--- src/rtl/uart_pkg.sv ---
// ---------------------------------------------------------------------------
// uart_pkg
//   Definitions shared by the UART transmit and receive paths.
//   - FRAME_W      : line frame length in bit times (start + data + parity/stop)
//   - frame_mode_e : {eight,pen} encoding, identical on both paths
//   - tx_state_e   : transmit framer states
//   - calc_parity  : even/odd parity over 7 or 8 data bits
// ---------------------------------------------------------------------------
package uart_pkg;

    localparam int FRAME_W = 11;

    typedef enum logic [1:0] {
        MODE_7N = 2'b00,  // 7 data bits, no parity
        MODE_7P = 2'b01,  // 7 data bits, parity
        MODE_8N = 2'b10,  // 8 data bits, no parity
        MODE_8P = 2'b11   // 8 data bits, parity
    } frame_mode_e;

    typedef enum logic {
        TX_IDLE  = 1'b0,
        TX_SHIFT = 1'b1
    } tx_state_e;

    // ohel = 0 gives even parity (plain XOR), ohel = 1 gives odd parity.
    // Bit 7 only takes part when eight = 1.
    function automatic logic calc_parity(
        input logic [7:0] data,
        input logic       eight,
        input logic       ohel
    );
        logic p;
        p = eight ? ^data : ^data[6:0];
        return p ^ ohel;
    endfunction

endpackage

--- src/rtl/tx_frame_builder.sv ---
// ---------------------------------------------------------------------------
// tx_frame_builder
//   Purely combinational: turns a data byte plus the line configuration into
//   the 11-bit line frame, bit 0 transmitted first. Positions not used by
//   data or parity are mark (1) and act as stop bits.
//
// Ports
//   eight   in  1 : 1 = 8 data bits, 0 = 7 data bits (data_in[7] ignored)
//   pen     in  1 : parity enable
//   ohel    in  1 : parity sense, 0 = even, 1 = odd
//   data_in in  8 : byte to frame
//   frame   out 11: line frame, frame[0] is the start bit
// ---------------------------------------------------------------------------
module tx_frame_builder
    import uart_pkg::*;
(
    input  logic               eight,
    input  logic               pen,
    input  logic               ohel,
    input  logic [7:0]         data_in,
    output logic [FRAME_W-1:0] frame
);

    frame_mode_e mode;
    logic        parity;

    assign mode   = frame_mode_e'({eight, pen});
    assign parity = calc_parity(data_in, eight, ohel);

    always_comb begin
        // NOTE: every output of a combinational block gets a default first, so
        // no path through the case can leave it unassigned and infer a latch.
        frame    = '1;
        frame[0] = 1'b0;
        case (mode)
            MODE_7N: frame[7:1] = data_in[6:0];
            MODE_7P: begin
                frame[7:1] = data_in[6:0];
                frame[8]   = parity;
            end
            MODE_8N: frame[8:1] = data_in;
            MODE_8P: begin
                frame[8:1] = data_in;
                frame[9]   = parity;
            end
            default: ;
        endcase
    end

endmodule

--- src/rtl/uart_tx_framer.sv ---
// ---------------------------------------------------------------------------
// uart_tx_framer
//   UART transmit path. On an accepted load the byte is framed (start, 7/8
//   data bits, optional parity, stop bits padding to 11 bit times) and
//   shifted out LSB-first, each bit held for max(baud_k,1) clocks.
//
// Parameters
//   BAUD_W        : width of the bit-time count
//
// Ports
//   clk     in  1      : clock, rising edge
//   rst_n   in  1      : asynchronous active-low reset
//   eight   in  1      : 1 = 8 data bits, 0 = 7 data bits
//   pen     in  1      : parity enable
//   ohel    in  1      : parity sense, 0 = even, 1 = odd
//   baud_k  in  BAUD_W : clocks per bit, 0 behaves as 1
//   load    in  1      : start strobe, honoured only while txrdy = 1
//   data_in in  8      : byte to send
//   tx      out 1      : serial line, idle high
//   txrdy   out 1      : idle and ready for load
// ---------------------------------------------------------------------------
module uart_tx_framer
    import uart_pkg::*;
#(
    parameter int BAUD_W = 20
) (
    input  logic              clk,
    input  logic              rst_n,
    input  logic              eight,
    input  logic              pen,
    input  logic              ohel,
    input  logic [BAUD_W-1:0] baud_k,
    input  logic              load,
    input  logic [7:0]        data_in,
    output logic              tx,
    output logic              txrdy
);

    tx_state_e          state;
    tx_state_e          state_next;

    logic [FRAME_W-1:0] frame;
    logic [FRAME_W-1:0] shift_reg;
    logic [BAUD_W-1:0]  baud_cnt;
    logic [BAUD_W-1:0]  baud_max;      // latched terminal count, max(baud_k,1)-1
    logic [BAUD_W-1:0]  baud_max_in;
    logic [3:0]         bit_cnt;

    logic               accept;
    logic               bit_done;
    logic               last_bit;

    tx_frame_builder u_builder (
        .eight   (eight),
        .pen     (pen),
        .ohel    (ohel),
        .data_in (data_in),
        .frame   (frame)
    );

    // baud_k = 0 folds onto baud_k = 1: terminal count 0, one clock per bit.
    assign baud_max_in = (baud_k == '0) ? '0 : baud_k - BAUD_W'(1);

    assign accept   = (state == TX_IDLE) && load;
    assign bit_done = (state == TX_SHIFT) && (baud_cnt == baud_max);
    assign last_bit = bit_done && (bit_cnt == 4'(FRAME_W - 1));

    // ------------------------------------------------------------------
    // State register
    // ------------------------------------------------------------------
    always_ff @(posedge clk or negedge rst_n) begin
        // NOTE: sequential state uses non-blocking assignments so every flop
        // samples pre-edge values regardless of block evaluation order.
        if (!rst_n) begin
            state <= TX_IDLE;
        end else begin
            state <= state_next;
        end
    end

    // ------------------------------------------------------------------
    // Next-state logic
    // ------------------------------------------------------------------
    always_comb begin
        state_next = state;
        case (state)
            TX_IDLE:  if (load)     state_next = TX_SHIFT;
            TX_SHIFT: if (last_bit) state_next = TX_IDLE;
            default:                state_next = TX_IDLE;
        endcase
    end

    // ------------------------------------------------------------------
    // Datapath: shift register, bit-time counter, bit counter.
    // The shift register idles at all ones and refills with ones while
    // shifting, so tx can come straight from bit 0 in every state: it is
    // mark while idle and back to mark once all 11 bits have left.
    // ------------------------------------------------------------------
    always_ff @(posedge clk or negedge rst_n) begin
        if (!rst_n) begin
            shift_reg <= '1;
            baud_cnt  <= '0;
            baud_max  <= '0;
            bit_cnt   <= '0;
        end else if (accept) begin
            shift_reg <= frame;
            baud_cnt  <= '0;
            baud_max  <= baud_max_in;
            bit_cnt   <= '0;
        end else if (state == TX_SHIFT) begin
            if (bit_done) begin
                shift_reg <= {1'b1, shift_reg[FRAME_W-1:1]};
                bit_cnt   <= bit_cnt + 4'd1;
                baud_cnt  <= '0;
            end else begin
                baud_cnt  <= baud_cnt + BAUD_W'(1);
            end
        end
    end

    // Both outputs come directly from flops; no input reaches them
    // combinationally.
    assign tx    = shift_reg[0];
    assign txrdy = (state == TX_IDLE);

endmodule
--- config.mk ---
export PLATFORM = sky130hd
export DESIGN_NAME = uart_tx_framer
export DESIGN_NICKNAME = d
export VERILOG_FILES = /design/src/rtl/uart_pkg.sv /design/src/rtl/tx_frame_builder.sv /design/src/rtl/uart_tx_framer.sv
export SDC_FILE = /design/constraint.sdc
export NUM_CORES = 1
export LEC_CHECK = 0
export ABC_CLOCK_PERIOD_IN_PS = 4000
export BUFFER_PORTS_ARGS = -buffer_cell sky130_fd_sc_hd__buf_4
export CAP_MARGIN = 25
export CORE_ASPECT_RATIO = 0.8
export CORE_MARGIN = 2
export CORE_UTILIZATION = 47
export CTS_CLUSTER_SIZE = 24
export DETAILED_ROUTE_END_ITERATION = 8
export GPL_TIMING_DRIVEN = 0
export PLACE_DENSITY = 0.66
export SYNTH_ARGS = -nofsm -noshare
export SYNTH_HDL_FRONTEND = slang
export SYNTH_HIERARCHICAL = 1
export SYNTH_SLANG_ARGS = --single-unit
--- constraint.sdc ---
create_clock -name clk -period 4 [get_ports clk]
set_clock_uncertainty 0.1 [all_clocks]
set_input_delay 0.8 -clock clk [delete_from_list [all_inputs] [get_ports clk]]
set_output_delay 0.8 -clock clk [all_outputs]
set_load 0.02 [all_outputs]
==> results_dict.tcl, run 1 <==
set metrics [dict create \
    run_status "completed" \
    grt_max_degree 57 \
    synth-seq-area-share_pct 41.8 \
    worst-endpoint-arrival_ps 2610 \
    worst_ir_drop_vdd_mv 0.157 \
    routed_wire_length_per_instance_um 15.4 \
    postRouteAntennaNets 0 \
    total_power_mw 1.50 \
    crit_path_end_kind "flip-flop" \
    grt_pass1_wl_um 12500 \
    start_util_pct 48.8 \
    drt_drc_violations_left 0 \
    pins_over_their_slew_limit 0 \
    post_cts_resized 0 \
    grt.overflow.total 0 \
    area.growth.synth_to_final_pct 13.5 \
    timing.critical_path.max_delay_family "simple AND/OR/NAND/NOR gates" \
    drt_first_pass_iters 4 \
    cts.sink_count 56 \
    setup.worst_path.start_class "input port" \
    htree_num_levels 2 \
    fin_crit_sh_pct 63.1 \
    report.final.hold_viol_count 0 \
    worstPathCellList "buf_4 > inv_1 > ha_1 > or3b_4 > nor4_1 > nand2_1 > xor2_1 > o31ai_2" \
    clk_transition_reported_paths_ps 90 \
    design.final.nets 440 \
    post-cts-setup-buffers 0 \
    totalNegativeSetupSlack_ps 0 \
    crit_path_max_fanout 4 \
    antenna_cells_inserted 0 \
    numCtsBuffers 5 \
    syn-num-nets 398 \
    grt_use_total_pct 19.6 \
    tritoncts "built" \
    cell_types_with_the_largest_area_share_after_synthesis "dfrtp_1 33%, xor2_1 9.6%, dfstp_2 8.5%" \
    synthFlopType "dfrtp_1" \
    critical_path_top_delay_cell "nor4_1" \
    first_global_vias 2456 \
    synth-warning-count 6 \
    grt_use_met1_pct 31.5 \
    root_buffer "clkbuf_8" \
    cts_hold_buffers 0 \
    drt-total-wl_um 7510 \
    placeable_area_sq_um 6930 \
    hpwl_um 5550 \
    postSynthRegisterBits 56 \
    fp.dieW_um 98.8 \
    max_clock_freq_mhz 396 \
    gr-usage-met3_pct 3.15 \
    worstPathBufferInverterCount 2 \
    route.detailed.vias_per_inst 5.59 \
    final_layout_size_suffix_gt1_share_pct 20.1 \
    max-cap-violations 0 \
    edff_count_synth 0 \
    grtUsageMet2_pct 27.1 \
    power.leakage_nw 1.69 \
    delay_of_the_slowest_cell_on_the_worst_path_ps 520 \
    netlist_instances 359 \
    ctsLongestPathBuffers 2 \
    floorplan.die.height_um 79.9 \
    distinct_cells_synth 45 \
    async_reset_ff_share_pct 100 \
    required_ps 4080 \
    floorplan.rows 27 \
    port-buffer-count 35 \
    globalplace.congestion 0.859 \
    yosysTopAreaCell "dfrtp_1" \
    critPathKind "in2reg" \
    synth_commonest_cells "45 x dfrtp_1, 39 x nor2_1, 37 x nand2_1, 37 x xor2_1, 21 x xnor2_1" \
    floorplan.io_pins 36 \
    synth_area_per_cell_sq_um 9.42 \
    die-area_sq_um 7890 \
    worst_slew_pin_slew_ps 1030 \
    unrepaired_setup_endpoints_after_global_routing "false" \
    drt_iter0_markers 169 \
    setup_violations 0 \
    synth.most_common_cell "dfrtp_1" \
    power.density_nw_per_um2 391 \
    via_count 2733 \
    busiest_layer "met1" \
    antenna_found_initial 0 \
    clock_latency_ps 310 \
    synth_top_area_share_pct 33.3 \
    timing.final.crit_period_ps 2530 \
    slew_headroom_pct 30.6 \
    fill_cells 618 \
    class_of_the_tightest_hold_or_removal_check "reg2reg" \
    syn-cell-area_sq_um 3380 \
]
placed cells by master, fill, tap and decap left out, drive strengths merged, types with 2 or more instances in the layout:
cell / instances
dfrtp: 45
or2: 5
and2: 2
nand4: 18
o31ai: 22
a22o: 7
a31oi: 12
ha: 5
clkbuf: 19
dfstp: 11
buf: 49
mux2i: 6
nand3: 5
xnor2: 21
nor4b: 3
o21ai: 9
and3: 5
nor4: 12
or3: 3
o2111ai: 2
conb: 2
nor3: 7
nor2b: 2
nand2: 37
xor2: 37
inv: 6
nor2: 39
layer usage:
layer | wire [um] | up-vias
met1 | 4020 | 1316
met2 | 3070 | 75
met5 | 0 | -
li1 | - | 1338
met3 | 378 | 4
met4 | 41 | 0
through the flow:
| stage | std cells | cell area, sq um | worst slack (ps) | hold WS [ps] | utilization (%) |
|---|---|---|---|---|---|
| after floorplan | 359 | 3380 | 1450 | 368 | - |
| after global placement | 481 | 3750 | 1170 | 387 | 54.2 |
| after detailed placement | 481 | 3750 | 1120 | 388 | 54.2 |
| after CTS | 489 | 3840 | 1450 | 410 | 55.4 |
| after global routing | 489 | 3840 | 1340 | 432 | 55.4 |
| final | 489 | 3840 | 1470 | 406 | 55.4 |
path summary, 6_finish.rpt:
check / startpoint / to / cells past startpoint / slack (ps)
setup / recovery: baud_k[0] / baud_max[14]$_DFFE_PN0P_ / 8 / 1470
hold / removal: shift_reg[0]$_DFFE_PN1P_ / shift_reg[0]$_DFFE_PN1P_ / 2 / 410
setup reg to reg: baud_cnt[0]$_DFFE_PN0P_ / baud_cnt[16]$_DFFE_PN0P_ / 6 / 1620
hold reg to reg: shift_reg[0]$_DFFE_PN1P_ / shift_reg[0]$_DFFE_PN1P_ / 2 / 410
max in group asynchronous: rst_n / baud_max[0]$_DFFE_PN0P_ / 1 / 2900
min in group asynchronous: rst_n / baud_cnt[13]$_DFFE_PN0P_ / 1 / 430
cells by family (layout without fill, tap and decap cells):
group	after synthesis	after routing	share of synthesized area (%)
other	2	2	0.222
xor gates and xnor gates	58	58	15.0
muxes	6	6	1.78
buffers and inverters	33	76	5.03
AOI/OAI and AO/OA	56	56	12.2
DFF	56	56	41.8
and+or+nand+nor	143	143	22.0
adders and majority gates	5	5	1.85
tightest hold or removal path, stage by stage (launching register included):
cell and delay (ps):
dfstp_2 380, o31ai_1 50, a31oi_1 70
layout make-up:
type / count / area [sq um] / area share [%]
Multi-Input combinational cell: 270 / 1800 / 46.8
Tap cell: 87 / 109 / 2.84
Clock inverter: 2 / 12.5 / 0.326
Buffer: 27 / 148 / 3.85
Clock buffer: 6 / 72.6 / 1.89
Timing Repair Buffer: 35 / 263 / 6.84
Sequential cell: 56 / 1420 / 36.9
Inverter: 6 / 22.5 / 0.587
power breakdown:
part / internal (mW) / switching (mW)
logic: 0.182 / 0.232
clock network: 0.123 / 0.181
registers: 0.689 / 0.0923
Power figures use the tool's default switching activity.
==> inputs of run 2 (changes only) <==
Settings changed: ABC_CLOCK_PERIOD_IN_PS 4000 to 2050, PLACE_DENSITY 0.66 to 0.69.
Clock period 4 ns to 2.05 ns, I/O delays scaled along.
==> results_dict.tcl, run 2 (synthesis results as in run 1) <==
set metrics [dict create \
    run_status "completed" \
    max_clock_freq_mhz 502 \
    class_of_the_tightest_hold_or_removal_check "in2async" \
    first_global_vias 2557 \
    max-cap-violations 0 \
    total_power_mw 3.49 \
    drt_first_pass_iters 4 \
    grt_use_total_pct 20.5 \
    report.final.hold_viol_count 0 \
    delay_of_the_slowest_cell_on_the_worst_path_ps 460 \
    power.clock.fraction_pct 24.4 \
    postRouteAntennaNets 0 \
    critical_path_top_delay_cell "dfrtp_1" \
    dpl.cell_count 481 \
    drt_iter0_markers 181 \
    die-area_sq_um 7890 \
    globalplace.congestion 0.816 \
    grt.overflow.total 0 \
    area.growth.synth_to_final_pct 25.2 \
    antenna_cells_inserted 0 \
    fill_cells 564 \
    final-instance-count-excl-fill 504 \
    clk_transition_reported_paths_ps 100 \
    antenna_found_initial 0 \
    numCtsBuffers 5 \
    cts.sink_count 56 \
    r2r_setup_slack_ps 60 \
    crit_path_max_fanout 10 \
    floorplan.die.height_um 79.9 \
    power.density_nw_per_um2 823 \
    power.leakage_nw 1.89 \
    critPathKind "reg2reg" \
    drt_drc_violations_left 0 \
    tritoncts "built" \
    htree_num_levels 2 \
    crit_path_end_kind "flip-flop" \
    timing.critical_path.max_delay_family "simple AND/OR/NAND/NOR gates" \
    most_common_library_cell_in_the_layout_ignoring_fill_and_taps "buf_4" \
    net_switching_power_mw 1.13 \
    hpwl_um 5640 \
    worst-endpoint-arrival_ps 2120 \
    proportion_of_power_drawn_by_flip_flops_and_latches_pct 45.2 \
    worstPathBufferInverterCount 1 \
    required_ps 2180 \
    switching_share_pct 32.4 \
    worst_slew_pin_slew_ps 706 \
    final_layout_size_suffix_gt1_share_pct 32.6 \
    port-buffer-count 35 \
    grt_max_degree 57 \
    fp.dieW_um 98.8 \
    design.final.nets 455 \
    start_util_pct 48.8 \
    clock_latency_ps 310 \
    via_count 2829 \
    root_buffer "clkbuf_8" \
    grt_pass1_wl_um 12900 \
    cts_hold_buffers 0 \
    power.combinational.fraction_pct 30.4 \
    setup_violations 0 \
    routed_wire_length_per_instance_um 16.2 \
    internal-power_mw 2.36 \
    worstPathCellList "xor2_1 > nor4_2 > and2_1 > clkbuf_2 > nand4_1 > a31oi_1" \
    placeable_area_sq_um 6930 \
    drt-total-wl_um 8150 \
    floorplan.io_pins 36 \
    fin_crit_sh_pct 97.1 \
    timing.final.crit_period_ps 1990 \
    ctsLongestPathBuffers 2 \
    floorplan.rows 27 \
    slew_headroom_pct 53.0 \
    setup.worst_path.start_class "flip-flop" \
    worst_ir_drop_vdd_mv 0.378 \
    pins_over_their_slew_limit 0 \
    route.detailed.vias_per_inst 5.61 \
    totalNegativeSetupSlack_ps 0 \
    mostFrequentLayoutCells "60 x buf_4, 39 x nor2_1, 38 x dfrtp_1, 35 x nand2_1, 35 x xor2_1" \
]
## run 2: final cells by class
class | count | area [sq um] | share of cell area (%)
well taps | 87 | 109 | 2.57
inverters | 6 | 22.5 | 0.532
multi-input cells | 270 | 1980 | 46.8
clock inverters | 2 | 60.1 | 1.42
repair buffers | 53 | 405 | 9.57
plain buffers | 24 | 161 | 3.81
flip-flops and latches | 56 | 1420 | 33.6
clock buffers | 6 | 72.6 | 1.71
## run 2: through the flow
stage                     cell area [sq um]  worst slack, ps  hold WS [ps]  util, %
after floorplan                        3380             -109          14.4        -
after global placement                 3750             -376           387     54.2
after detailed placement               3750             -415           392     54.2
after CTS                              4000             1.30          80.3     57.7
after global routing                   4240            -32.7          97.2     61.2
final                                  4240             59.3          47.0     61.2
## run 2: routing by layer
metal,track usage [%],up-vias,share of wire (%)
met5,0,-,0
met4,4.79,0,0.93
met3,2.80,8,5.1
met2,29.7,102,44
met1,32.0,1341,50
li1,-,1378,-
## run 2: power groups by stage
| stage | sequential, mW | combinational, mW | clock [mW] |
|---|---|---|---|
| after floorplan | 1.49 | 0.580 | 0 |
| after global placement | 1.53 | 0.788 | 0 |
| after detailed placement | 1.54 | 0.810 | 0 |
| after CTS | 1.52 | 0.865 | 0.857 |
| after global routing | 1.60 | 1.16 | 0.913 |
| final | 1.57 | 1.06 | 0.851 |
## run 2: worst paths after layout
kind | from | end | depth (start not counted)
setup / recovery | baud_cnt[7]$_DFFE_PN0P_ | shift_reg[6]$_DFFE_PN1P_ | 6
hold / removal | rst_n | baud_cnt[3]$_DFFE_PN0P_ | 1
setup reg to reg | baud_cnt[7]$_DFFE_PN0P_ | shift_reg[6]$_DFFE_PN1P_ | 6
hold reg to reg | shift_reg[1]$_DFFE_PN1P_ | shift_reg[1]$_DFFE_PN1P_ | 2
max in group asynchronous | rst_n | baud_cnt[2]$_DFFE_PN0P_ | 1
min in group clk | baud_k[0] | baud_max[0]$_DFFE_PN0P_ | 2
## run 2: what timing repair did
item                                    CTS  global route
pin swaps                                 5             9
buffers inserted                          7            10
resized for setup                        18            44
cloned                                    0             1
endpoints found under the setup margin   43            55
endpoints found under the hold margin     0             0
==> inputs of run 3 (changes only) <==
Settings changed: RECOVER_POWER set to 25.
==> results_dict.tcl, run 3 (synthesis results as in run 1) <==
set metrics [dict create \
    run_status "completed" \
    antenna_cells_inserted 0 \
    final_layout_size_suffix_gt1_share_pct 32.6 \
    pins_over_their_slew_limit 0 \
    grt_use_total_pct 20.5 \
    route.detailed.vias_per_inst 5.62 \
    drt_iter0_markers 181 \
    crit_path_max_fanout 10 \
    placed_area_sq_um 3750 \
    cts_hold_buffers 0 \
    worstPathBufferInverterCount 1 \
    clock_latency_ps 310 \
    first_global_vias 2557 \
    ctsLongestPathBuffers 2 \
    grt.overflow.total 0 \
    grt_max_degree 57 \
    most_common_library_cell_in_the_layout_ignoring_fill_and_taps "buf_4" \
    required_ps 2180 \
    max_clock_freq_mhz 502 \
    worst_slew_pin_slew_ps 1380 \
    design.final.nets 455 \
    floorplan.die.height_um 79.9 \
    area.growth.synth_to_final_pct 25.2 \
    tritoncts "built" \
    dp_worst_setup_slack_ps -415 \
    fin_crit_sh_pct 97.1 \
    class_of_the_tightest_hold_or_removal_check "in2reg" \
    hpwl_um 5640 \
    power.density_nw_per_um2 823 \
    max-cap-violations 0 \
    floorplan.io_pins 36 \
    setup.worst_path.start_class "flip-flop" \
    crit_path_end_kind "flip-flop" \
    report.final.hold_viol_count 0 \
    htree_num_levels 2 \
    power.leakage_nw 1.89 \
    design_area_sq_um 4230 \
    globalplace.congestion 0.816 \
    final-instance-count-excl-fill 504 \
    mostFrequentLayoutCells "59 x buf_4, 39 x nor2_1, 38 x dfrtp_1, 35 x nand2_1, 35 x xor2_1" \
    fp.dieW_um 98.8 \
    timing.critical_path.max_delay_family "simple AND/OR/NAND/NOR gates" \
    critical_path_top_delay_cell "dfrtp_1" \
    die-area_sq_um 7890 \
    timing.final.crit_period_ps 1990 \
    drt-total-wl_um 8160 \
    worst-endpoint-arrival_ps 2120 \
    worstPathCellList "xor2_1 > nor4_2 > and2_1 > clkbuf_2 > nand4_1 > a31oi_1" \
    worst_ir_drop_vdd_mv 0.378 \
    setup_violations 0 \
    start_util_pct 48.8 \
    antenna_found_initial 0 \
    routed_wire_length_per_instance_um 16.2 \
    numCtsBuffers 5 \
    dpl.cell_count 481 \
    via_count 2831 \
    r2r_setup_slack_ps 60 \
    critPathKind "reg2reg" \
    clk_transition_reported_paths_ps 100 \
    postRouteAntennaNets 0 \
    placeable_area_sq_um 6930 \
    root_buffer "clkbuf_8" \
    drt_drc_violations_left 0 \
    delay_of_the_slowest_cell_on_the_worst_path_ps 470 \
    cts.sink_count 56 \
    grt_pass1_wl_um 12900 \
    floorplan.rows 27 \
    slew_headroom_pct 7.68 \
    port-buffer-count 35 \
    drt_first_pass_iters 4 \
    final.setup.worst_slack_ps 58.6 \
]
run 3: cell count changes in the layout (fill, tap and decap cells not counted), sizes merged:
cell	change
buf	-1
clkbuf	+1
run 3: layout make-up:
class,instances,area [sq um]
Sequential cell,56,1420
Clock buffer,6,72.6
Multi-Input combinational cell,270,1980
Fill cell,565,2690
Tap cell,87,109
Buffer,24,161
Clock inverter,2,60.1
Inverter,6,22.5
Timing Repair Buffer,53,403
run 3: report_power, final:
| group | total (mW) | switching, mW | leakage [nW] | internal, mW |
|---|---|---|---|---|
| registers | 1.57 | 0.220 | 0.694 | 1.35 |
| logic | 1.06 | 0.546 | 1.13 | 0.513 |
| clock network | 0.852 | 0.363 | 0.0654 | 0.489 |
run 3: stage by stage:
stage	hold WS, ps	util, %	TNS [ps]	power (mW)
4_1_cts	80.3	57.7	0	3.24
3_5_place_dp	392	54.2	-13120	2.35
6_report	243	61.1	0	3.49
2_1_floorplan	14.4	-	-138	2.07
5_1_grt	241	61.1	-106	3.67
3_3_place_gp	387	54.2	-9470	2.32
run 3: path summary, 6_finish.rpt:
kind                                     startpoint                        to  cells past startpoint
hold / removal                            baud_k[0]   baud_max[0]$_DFFE_PN0P_                      2
min in group asynchronous                     rst_n   baud_cnt[3]$_DFFE_PN0P_                      1
setup reg to reg            baud_cnt[7]$_DFFE_PN0P_  shift_reg[6]$_DFFE_PN1P_                      6
setup / recovery            baud_cnt[7]$_DFFE_PN0P_  shift_reg[6]$_DFFE_PN1P_                      6
hold reg to reg            shift_reg[1]$_DFFE_PN1P_  shift_reg[1]$_DFFE_PN1P_                      2
max in group asynchronous                     rst_n   baud_cnt[2]$_DFFE_PN0P_                      1
run 3: repair_timing:
action,CTS,global route
setup endpoints to repair,43,55
cloned,0,1
resized for setup,18,44
pin swaps,5,9
hold endpoints to repair,0,0
buffers inserted,7,10
run 3: worst register-to-register path: cells and delay by family (launching register included):
kind,cells,cell delay [ps]
compound gates,1,240
xor+xnor,1,200
buf+inv,1,240
flops,1,470
simple gates,3,670
run 3: metal layers:
| metal | part of all wire [%] | global-route usage [%] | vias up |
|---|---|---|---|
| met2 | 44 | 29.7 | 105 |
| met3 | 5.1 | 2.80 | 8 |
| met5 | 0 | 0 | - |
| met1 | 50 | 32.0 | 1342 |
| li1 | - | - | 1376 |
| met4 | 0.93 | 4.79 | 0 |
